File: src/rtl/cr_write_sched.sv
// Write-port scheduler for the capability register file: round-robin A/B arbitration plus a tag/record revocation sweep.
// Optional build macro CR_WR_LOCK_CR0_EN: requester A writes to CR0 are handshaken but suppressed and flagged on ow_a_err.
module cr_write_sched #(
  parameter  int ADDR_W   = 48,
  parameter  int DATA_W   = 24,
  parameter  int CR_IDX_W = 2,
  localparam int NUM_CR   = 1 << CR_IDX_W,
  localparam int REC_W    = 3*ADDR_W + 2*DATA_W + 1
) (
  input  logic                iw_clk,
  input  logic                iw_rst_n,
  input  logic                iw_a_valid,
  output logic                ow_a_ready,
  input  logic [CR_IDX_W-1:0] iw_a_addr,
  input  logic [5:0]          iw_a_mask,
  input  logic [REC_W-1:0]    iw_a_rec,
  input  logic                iw_b_valid,
  output logic                ow_b_ready,
  input  logic [CR_IDX_W-1:0] iw_b_addr,
  input  logic [5:0]          iw_b_mask,
  input  logic [REC_W-1:0]    iw_b_rec,
  input  logic                iw_sweep_req,
  input  logic                iw_sweep_mode,
  output logic                ow_sweep_busy,
  output logic                ow_sweep_done,
  output logic [CR_IDX_W-1:0] ow_write_addr,
  output logic                ow_write_en_base,
  output logic                ow_write_en_len,
  output logic                ow_write_en_cur,
  output logic                ow_write_en_perms,
  output logic                ow_write_en_attr,
  output logic                ow_write_en_tag,
  output logic [ADDR_W-1:0]   ow_write_base,
  output logic [ADDR_W-1:0]   ow_write_len,
  output logic [ADDR_W-1:0]   ow_write_cur,
  output logic [DATA_W-1:0]   ow_write_perms,
  output logic [DATA_W-1:0]   ow_write_attr,
  output logic                ow_write_tag,
  output logic                ow_a_err
);

  typedef enum logic [1:0] {
    ST_IDLE  = 2'd0,
    ST_SWEEP = 2'd1,
    ST_DONE  = 2'd2
  } state_t;

  localparam logic [CR_IDX_W-1:0] IDX_LAST = CR_IDX_W'(NUM_CR - 1);
  localparam logic [CR_IDX_W-1:0] IDX_ONE  = CR_IDX_W'(1);
  localparam logic [5:0]          EN_ALL   = 6'b111111;
  localparam logic [5:0]          EN_TAG   = 6'b000001;

  state_t                state_r;
  logic                  rr_r;        // 0: A wins next contention, 1: B wins
  logic [CR_IDX_W-1:0]   idx_r;       // CR currently being written by the sweep
  logic                  mode_r;
  logic                  busy_r;
  logic                  done_r;
  logic                  err_r;
  logic [CR_IDX_W-1:0]   addr_r;
  logic [5:0]            en_r;
  logic [ADDR_W-1:0]     base_r;
  logic [ADDR_W-1:0]     len_r;
  logic [ADDR_W-1:0]     cur_r;
  logic [DATA_W-1:0]     perms_r;
  logic [DATA_W-1:0]     attr_r;
  logic                  tag_r;

  logic                  accept_ok_s;
  logic                  grant_a_s;
  logic                  grant_b_s;
  logic                  a_xfer_s;
  logic                  b_xfer_s;
  logic                  contend_s;
  logic                  lock_s;
  logic [CR_IDX_W-1:0]   sel_addr_s;
  logic [5:0]            sel_mask_s;
  logic [REC_W-1:0]      sel_rec_s;

  // Arbitration and selection of the requester that transfers this cycle
  always_comb begin
    accept_ok_s = iw_rst_n && (state_r == ST_IDLE) && !iw_sweep_req;
    contend_s   = iw_a_valid && iw_b_valid;
    if (contend_s) begin
      grant_a_s = ~rr_r;
      grant_b_s = rr_r;
    end else begin
      grant_a_s = iw_a_valid;
      grant_b_s = iw_b_valid;
    end
    a_xfer_s = accept_ok_s && grant_a_s;
    b_xfer_s = accept_ok_s && grant_b_s;
    if (a_xfer_s) begin
      sel_addr_s = iw_a_addr;
      sel_mask_s = iw_a_mask;
      sel_rec_s  = iw_a_rec;
    end else begin
      sel_addr_s = iw_b_addr;
      sel_mask_s = iw_b_mask;
      sel_rec_s  = iw_b_rec;
    end
`ifdef CR_WR_LOCK_CR0_EN
    lock_s = a_xfer_s && (iw_a_addr == {CR_IDX_W{1'b0}});
`else
    lock_s = 1'b0;
`endif
  end

  assign ow_a_ready = a_xfer_s;
  assign ow_b_ready = b_xfer_s;

  // Scheduler FSM with all write-port outputs registered
  always_ff @(posedge iw_clk or negedge iw_rst_n) begin
    if (!iw_rst_n) begin
      state_r <= ST_IDLE;
      rr_r    <= 1'b0;
      idx_r   <= {CR_IDX_W{1'b0}};
      mode_r  <= 1'b0;
      busy_r  <= 1'b0;
      done_r  <= 1'b0;
      err_r   <= 1'b0;
      addr_r  <= {CR_IDX_W{1'b0}};
      en_r    <= 6'b000000;
      base_r  <= {ADDR_W{1'b0}};
      len_r   <= {ADDR_W{1'b0}};
      cur_r   <= {ADDR_W{1'b0}};
      perms_r <= {DATA_W{1'b0}};
      attr_r  <= {DATA_W{1'b0}};
      tag_r   <= 1'b0;
    end else begin
      case (state_r)
        ST_IDLE: begin
          done_r <= 1'b0;
          if (iw_sweep_req) begin
            // The first sweep write is issued straight from the request edge
            state_r <= ST_SWEEP;
            mode_r  <= iw_sweep_mode;
            busy_r  <= 1'b1;
            err_r   <= 1'b0;
            idx_r   <= {CR_IDX_W{1'b0}};
            addr_r  <= {CR_IDX_W{1'b0}};
            en_r    <= iw_sweep_mode ? EN_ALL : EN_TAG;
            base_r  <= {ADDR_W{1'b0}};
            len_r   <= {ADDR_W{1'b0}};
            cur_r   <= {ADDR_W{1'b0}};
            perms_r <= {DATA_W{1'b0}};
            attr_r  <= {DATA_W{1'b0}};
            tag_r   <= 1'b0;
          end else if (a_xfer_s || b_xfer_s) begin
            if (contend_s) begin
              rr_r <= ~rr_r;
            end else begin
              rr_r <= rr_r;
            end
            addr_r  <= sel_addr_s;
            en_r    <= lock_s ? 6'b000000 : sel_mask_s;
            err_r   <= lock_s;
            base_r  <= sel_rec_s[REC_W-1 -: ADDR_W];
            len_r   <= sel_rec_s[REC_W-1-ADDR_W -: ADDR_W];
            cur_r   <= sel_rec_s[REC_W-1-2*ADDR_W -: ADDR_W];
            perms_r <= sel_rec_s[2*DATA_W -: DATA_W];
            attr_r  <= sel_rec_s[DATA_W -: DATA_W];
            tag_r   <= sel_rec_s[0];
          end else begin
            en_r  <= 6'b000000;
            err_r <= 1'b0;
          end
        end
        ST_SWEEP: begin
          err_r <= 1'b0;
          if (idx_r == IDX_LAST) begin
            state_r <= ST_DONE;
            idx_r   <= {CR_IDX_W{1'b0}};
            busy_r  <= 1'b0;
            done_r  <= 1'b1;
            en_r    <= 6'b000000;
          end else begin
            idx_r  <= idx_r + IDX_ONE;
            addr_r <= idx_r + IDX_ONE;
            en_r   <= mode_r ? EN_ALL : EN_TAG;
          end
        end
        ST_DONE: begin
          state_r <= ST_IDLE;
          done_r  <= 1'b0;
          busy_r  <= 1'b0;
          err_r   <= 1'b0;
          en_r    <= 6'b000000;
        end
        default: begin
          state_r <= ST_IDLE;
          idx_r   <= {CR_IDX_W{1'b0}};
          busy_r  <= 1'b0;
          done_r  <= 1'b0;
          err_r   <= 1'b0;
          en_r    <= 6'b000000;
        end
      endcase
    end
  end

  assign ow_sweep_busy     = busy_r;
  assign ow_sweep_done     = done_r;
  assign ow_a_err          = err_r;
  assign ow_write_addr     = addr_r;
  assign ow_write_en_base  = en_r[5];
  assign ow_write_en_len   = en_r[4];
  assign ow_write_en_cur   = en_r[3];
  assign ow_write_en_perms = en_r[2];
  assign ow_write_en_attr  = en_r[1];
  assign ow_write_en_tag   = en_r[0];
  assign ow_write_base     = base_r;
  assign ow_write_len      = len_r;
  assign ow_write_cur      = cur_r;
  assign ow_write_perms    = perms_r;
  assign ow_write_attr     = attr_r;
  assign ow_write_tag      = tag_r;

endmodule
File: config.mk
export PLATFORM = sky130hd
export DESIGN_NAME = cr_write_sched
export DESIGN_NICKNAME = d
export VERILOG_FILES = /design/src/rtl/cr_write_sched.sv
export SDC_FILE = /design/constraint.sdc
export NUM_CORES = 1
export LEC_CHECK = 0
export CAP_MARGIN = 40
export CORE_AREA = 4 4 236 238
export DETAILED_ROUTE_END_ITERATION = 8
export DIE_AREA = 0 0 240 242
export HOLD_SLACK_MARGIN = 0.05
export MAX_ROUTING_LAYER = met4
export RECOVER_POWER = 100
export SYNTH_ARGS = -nofsm -noshare
export SYNTH_HDL_FRONTEND = slang
export SYNTH_SLANG_ARGS = --single-unit
File: constraint.sdc
create_clock -name iw_clk -period 1.8 [get_ports iw_clk]
set_input_delay 0.36 -clock iw_clk [delete_from_list [all_inputs] [get_ports iw_clk]]
set_output_delay 0.36 -clock iw_clk [all_outputs]
set_load 0.01 [all_outputs]
# Word-level counts from Yosys, hierarchy flattened
# Cells that the tools add are included.
# totals
out_inout_bits	206
regBits	209
inputBits	408
# op_classes
n_reduce_logical	16
n_mux	38
bitwise_logic	3
eq_ne	7
addsub	1
# ops
cell	count
2-to-1 mux 48 bit	6
2-to-1 mux 193 bit	1
2-to-1 mux 24 bit	4
2-to-1 mux 6 bit	6
2-to-1 mux 2 bit	8
one-hot mux 6 bit (2 select lines)	1
2-to-1 mux 1 bit	8
one-hot mux 2 bit (2 select lines)	2
AND reduction 2 bit	4
!= test 2 bit (second input constant)	3
one-hot mux 2 bit (3 select lines)	1
logical AND 1 bit	5
== test 2 bit (second input constant)	2
AND reduction 4 bit	1
nonzero test 2 bit	2
!= test 3 x 2 -> 1 bit (second input constant)	1
inverter 1 bit	3
AND reduction 3 bit	1
adder 2 x 1 -> 2 bit (second input constant)	1
== test 2 x 1 -> 1 bit (second input constant)	1
zero test 2 bit	1
one-hot mux 1 bit (2 select lines)	1
zero test 1 bit	1
logical OR 1 bit	1

# Longest topological paths before layout
# Gate-level depths: netlist of the first run.
# logic_depth
ltp_word	8
ltp_mapped	7

# Least setup slack after synthesis of the first run
# OpenSTA, ideal clock, no wires.
# synth_path
path_kind	input -> register
from	input port iw_sweep_req
to	register attr_r[0], in the netlist ow_write_attr[0]
setup_slack_ns	0.179
stages	7
setup_time_ns	0.132
t_arrival_ns	1.489
required_ns	1.668
path_cell_list	buf_2 nor4b_4 nand3_1 buf_4 buf_6 mux2i_1 o21ai_1
# synth_via
elab_chain_len	6
word_cells_on_any_way	10
classes_between	mux (3); reduce/logical (7)
# synth_rtl
item	line_no	source
start: declaration	22	input logic iw_sweep_req,
zero test 1 bit	82	accept_ok_s = iw_rst_n && (state_r == ST_IDLE) && !iw_sweep_req;
logical AND 1 bit	82	
logical AND 1 bit, on equally long branches	91, 92	
2-to-1 mux 193 bit or logical OR 1 bit (tied branches)	93, 149	
2-to-1 mux 24 bit or nonzero test 2 bit (tied branches)	n/a	
2-to-1 mux 24 bit or AND reduction 2 bit (tied branches)	n/a	
end signal: assignment	128	attr_r <= {DATA_W{1'b0}};
end signal: assignment	147	attr_r <= {DATA_W{1'b0}};
end signal: assignment	162	attr_r <= sel_rec_s[DATA_W -: DATA_W];
end: declaration	66	logic [DATA_W-1:0] attr_r;
# Parallel ways exist; a longest one is shown, timed or not. The select of a mux whose other input is x is not followed.
# A chain may end at the register's enable or synchronous reset.

# Final worst setup path of the first run
# layout_path
from	register state_r[1]
to	output port ow_b_ready
# layout_via
elab_chain_len	4
# layout_rtl
item	line_no	source
start: declaration	53	state_t state_r;
start signal: assignment	115	state_r <= ST_IDLE;
start signal: assignment	136	state_r <= ST_SWEEP;
start signal: assignment	172	state_r <= ST_DONE;
zero test 2 bit	82	
logical AND 1 bit (2 in series)	82	
logical AND 1 bit	92	b_xfer_s = accept_ok_s && grant_b_s;
end: declaration	18	output logic ow_b_ready,
# No other way between the ends.

==> results of run 1 <==
[area by class of cell]
class                   instances  area [um2]  area share (%)
diodes                          2        5.00          0.0261
clock buffers                  40         785            4.10
clock inverters                 7        63.8           0.333
inverters                       8        32.5           0.170
multi-input cells             636        4600            24.0
flip-flops and latches        209        5230            27.3
well taps                     696         871            4.55
repair buffers                716        7550            39.5
[path summary, 6_finish.rpt]
kind                                          end  slack [ns]
worst max-delay path                   ow_b_ready       -0.31
worst min-delay path                       mode_r        0.40
worst max register to register   ow_write_cur[38]       -0.26
worst min register to register   ow_write_cur[14]        0.47
max in group asynchronous        ow_write_base[9]       -0.07
min in group asynchronous       ow_write_base[46]        0.78
[worst max-delay path: stages (launching register included)]
cell	delay, ns
dfrtp_2	0.43
nor4b_4	0.24
buf_4	0.17
nand2_2	0.05
a21oi_2	0.14
buf_4	0.16
[flip-flops by register name (all words and copies together), names as in the netlist]
| register | count |
|---|---|
| ow_write_cur | 48 |
| state_r | 2 |
| ow_write_addr | 2 |
| en_r | 6 |
| ow_sweep_done | 1 |
| ow_write_tag | 1 |
| rr_r | 1 |
| mode_r | 1 |
| ow_write_len | 48 |
| ow_sweep_busy | 1 |
| idx_r | 2 |
| ow_write_attr | 24 |
| ow_write_base | 48 |
| ow_write_perms | 24 |
[metrics by stage]
stage / worst slack, ns / setup TNS, ns / std cells
after CTS: -0.379 / -37.94 / 2312
after global routing: -0.415 / -69.89 / 2314
final: -0.308 / -28.24 / 2314
after global placement: -0.679 / -95.40 / 2218
after detailed placement: -0.758 / -104.22 / 2218
after floorplan: 0.179 / 0 / 922
[cell families after synthesis]
family / share of synthesized area, %
AOI/OAI and AO/OA: 11.5
and+or+nand+nor: 8.72
DFF: 54.1
muxes: 20.9
buffers and inverters: 4.57
adders and majority gates: 0.129
other: 0.0388
xor gates and xnor gates: 0.0905
[per-layer routing]
layer / GRT usage [%] / up-vias
met5: - / -
met1: 16.2 / 4526
met4: 3.85 / 0
met2: 26.5 / 422
li1: - / 4548
met3: 3.83 / 64
[power breakdown]
part	internal, mW	switching, mW	leakage [nW]	total, mW
registers	6.46	0.962	2.79	7.42
clock network	3.12	2.07	0.422	5.19
logic	4.61	4.67	6.39	9.28
[synth_stat cells (all sizes together)]
cell type	number
and2	1
nand2b	4
a41oi	1
a22o	1
nor2	3
ha	1
clkbuf	40
o31a	1
dfrtp	209
o22ai	1
o221ai	1
nor2b	1
xnor2	1
inv	8
mux2i	202
o21ai	203
conb	1
a21oi	5
nor4b	1
o21bai	2
nand3	4
o21a	2
buf	29
nand2	200
[what timing repair did]
item                                    CTS  global route
buffers inserted                         27            10
cloned                                   23             2
endpoints found under the setup margin  383           265
pin swaps                                11            17
hold buffers                              1             0
gates resized for setup                 373            80
hold endpoints to repair                 94             0
==> metrics.txt, run 1 <==
outcome complete, but fails checks; failing checks negative setup slack; largest net degree at the start of global routing 116; area grow syn2layout 97.9%; top cell type's share of synthesized area 54.1%; Final Total Pwr 21.9 mW; sequential-to-total area share from yosys stat 54.1%; Final WS setup -0.308 ns; Leak 9.60 nW; worst-skew pair later-pin latency 0.55 ns; Root Driver clkbuf_16; CTS buffer count 26; Layout Utilization 35.7%; Buffers on Ports 612; most frequent cells in the layout 406 x clkdlybuf4s50_1, 207 x dfrtp_1, 203 x dlygate4sd2_1; vias per cell 4.13; die boundary height 242 um; Post-Synthesis Cells 922; Reg-to-Reg Start state_r[1]; GPL Wtd Cong 0.825; initial detailed-routing violation count 263; Cell Area, Synth 9670 um2; crit path max fanout 3; Row Count 85; Tmin final 2.11 ns; crit path from state_r[1]; worst relative slew slack 19.8%; Yosys top cell by area dfrtp_1; Mean Syn Cell Area 10.5 um2; Clock Pin Slew Worst Setup and Hold Paths 0.06 ns; Worst setup SP type flop; WP data required 1.44 ns; HP Start iw_sweep_mode; antenna violations before repair 4; YS warnings 0; nature of the critical path endpoint output pin; Final setup viols 240; Highest Signal Layer met4; met1 WL 17,100 um; top cells by area, synth dfrtp_1 54%, mux2i_1 21%, o21ai_1 9.3%; commonest non-fill, non-tap cell in the layout clkdlybuf4s50_1; critical path arrival 1.75 ns; Reg2Reg Depth 10; met3 routed WL 3760 um; met2 WL 22,800 um; Avg WL per Cell 19.3 um; H-tree depth 1; Setup Crit Path Kind flop to output pin; fin area 19,100 um2; layout cells sized above 1 14.0%; FILL cells 5,381; period utilization 117%; Post-DRT Antenna Nets 0; total number of vias 9,560; Die Footprint 58,100 um2; Max rail drop VDD 0.608 mV; GR Overflow Total 0; clk sinks 209; vias in the first global route 10,400; hold path cells 3; CTS tree yes; dpl hpwl 32,400 um; DRC 0; Yosys cell types 29; GRT Util Overall 14.8%; Final nets 2,006; Slew Limit Fails 0; die width 240 um; core area 53,600 um2; syn nets 1,331; unrepaired setup endpoints after global routing true; Min-Delay Path Class input pin to flop; Worst Max-Slew Pin Slew 1.20 ns; flops & latches, synth 209; clk_skew 0.0147 ns; DP Area 16,900 um2; I/O Pins 614; final hold slack 0.401 ns; fmax 474 MHz; Fin. Hold Viols 0; total wire length 44,700 um; Initial Utilization 18.0%; Maximum Capacitance Violations 0; clock tree buffer depth 3; number of detailed-route iterations in the first pass 4; Power Density 1140 nW/um2; global-route wire length before repair 64,000 um
No activity file was read; power rests on OpenSTA's default activity.
==> run 2: changes to the inputs <==
Settings changed: CAP_MARGIN 40 to default.
==> results of run 2 <==
Final layout, timing and power as in run 1 (identical DEF).
==> run 3: changes to the inputs <==
Settings changed: CAP_MARGIN from default to 25.
==> results of run 3 <==
Final layout, timing and power as in run 1 (identical DEF).
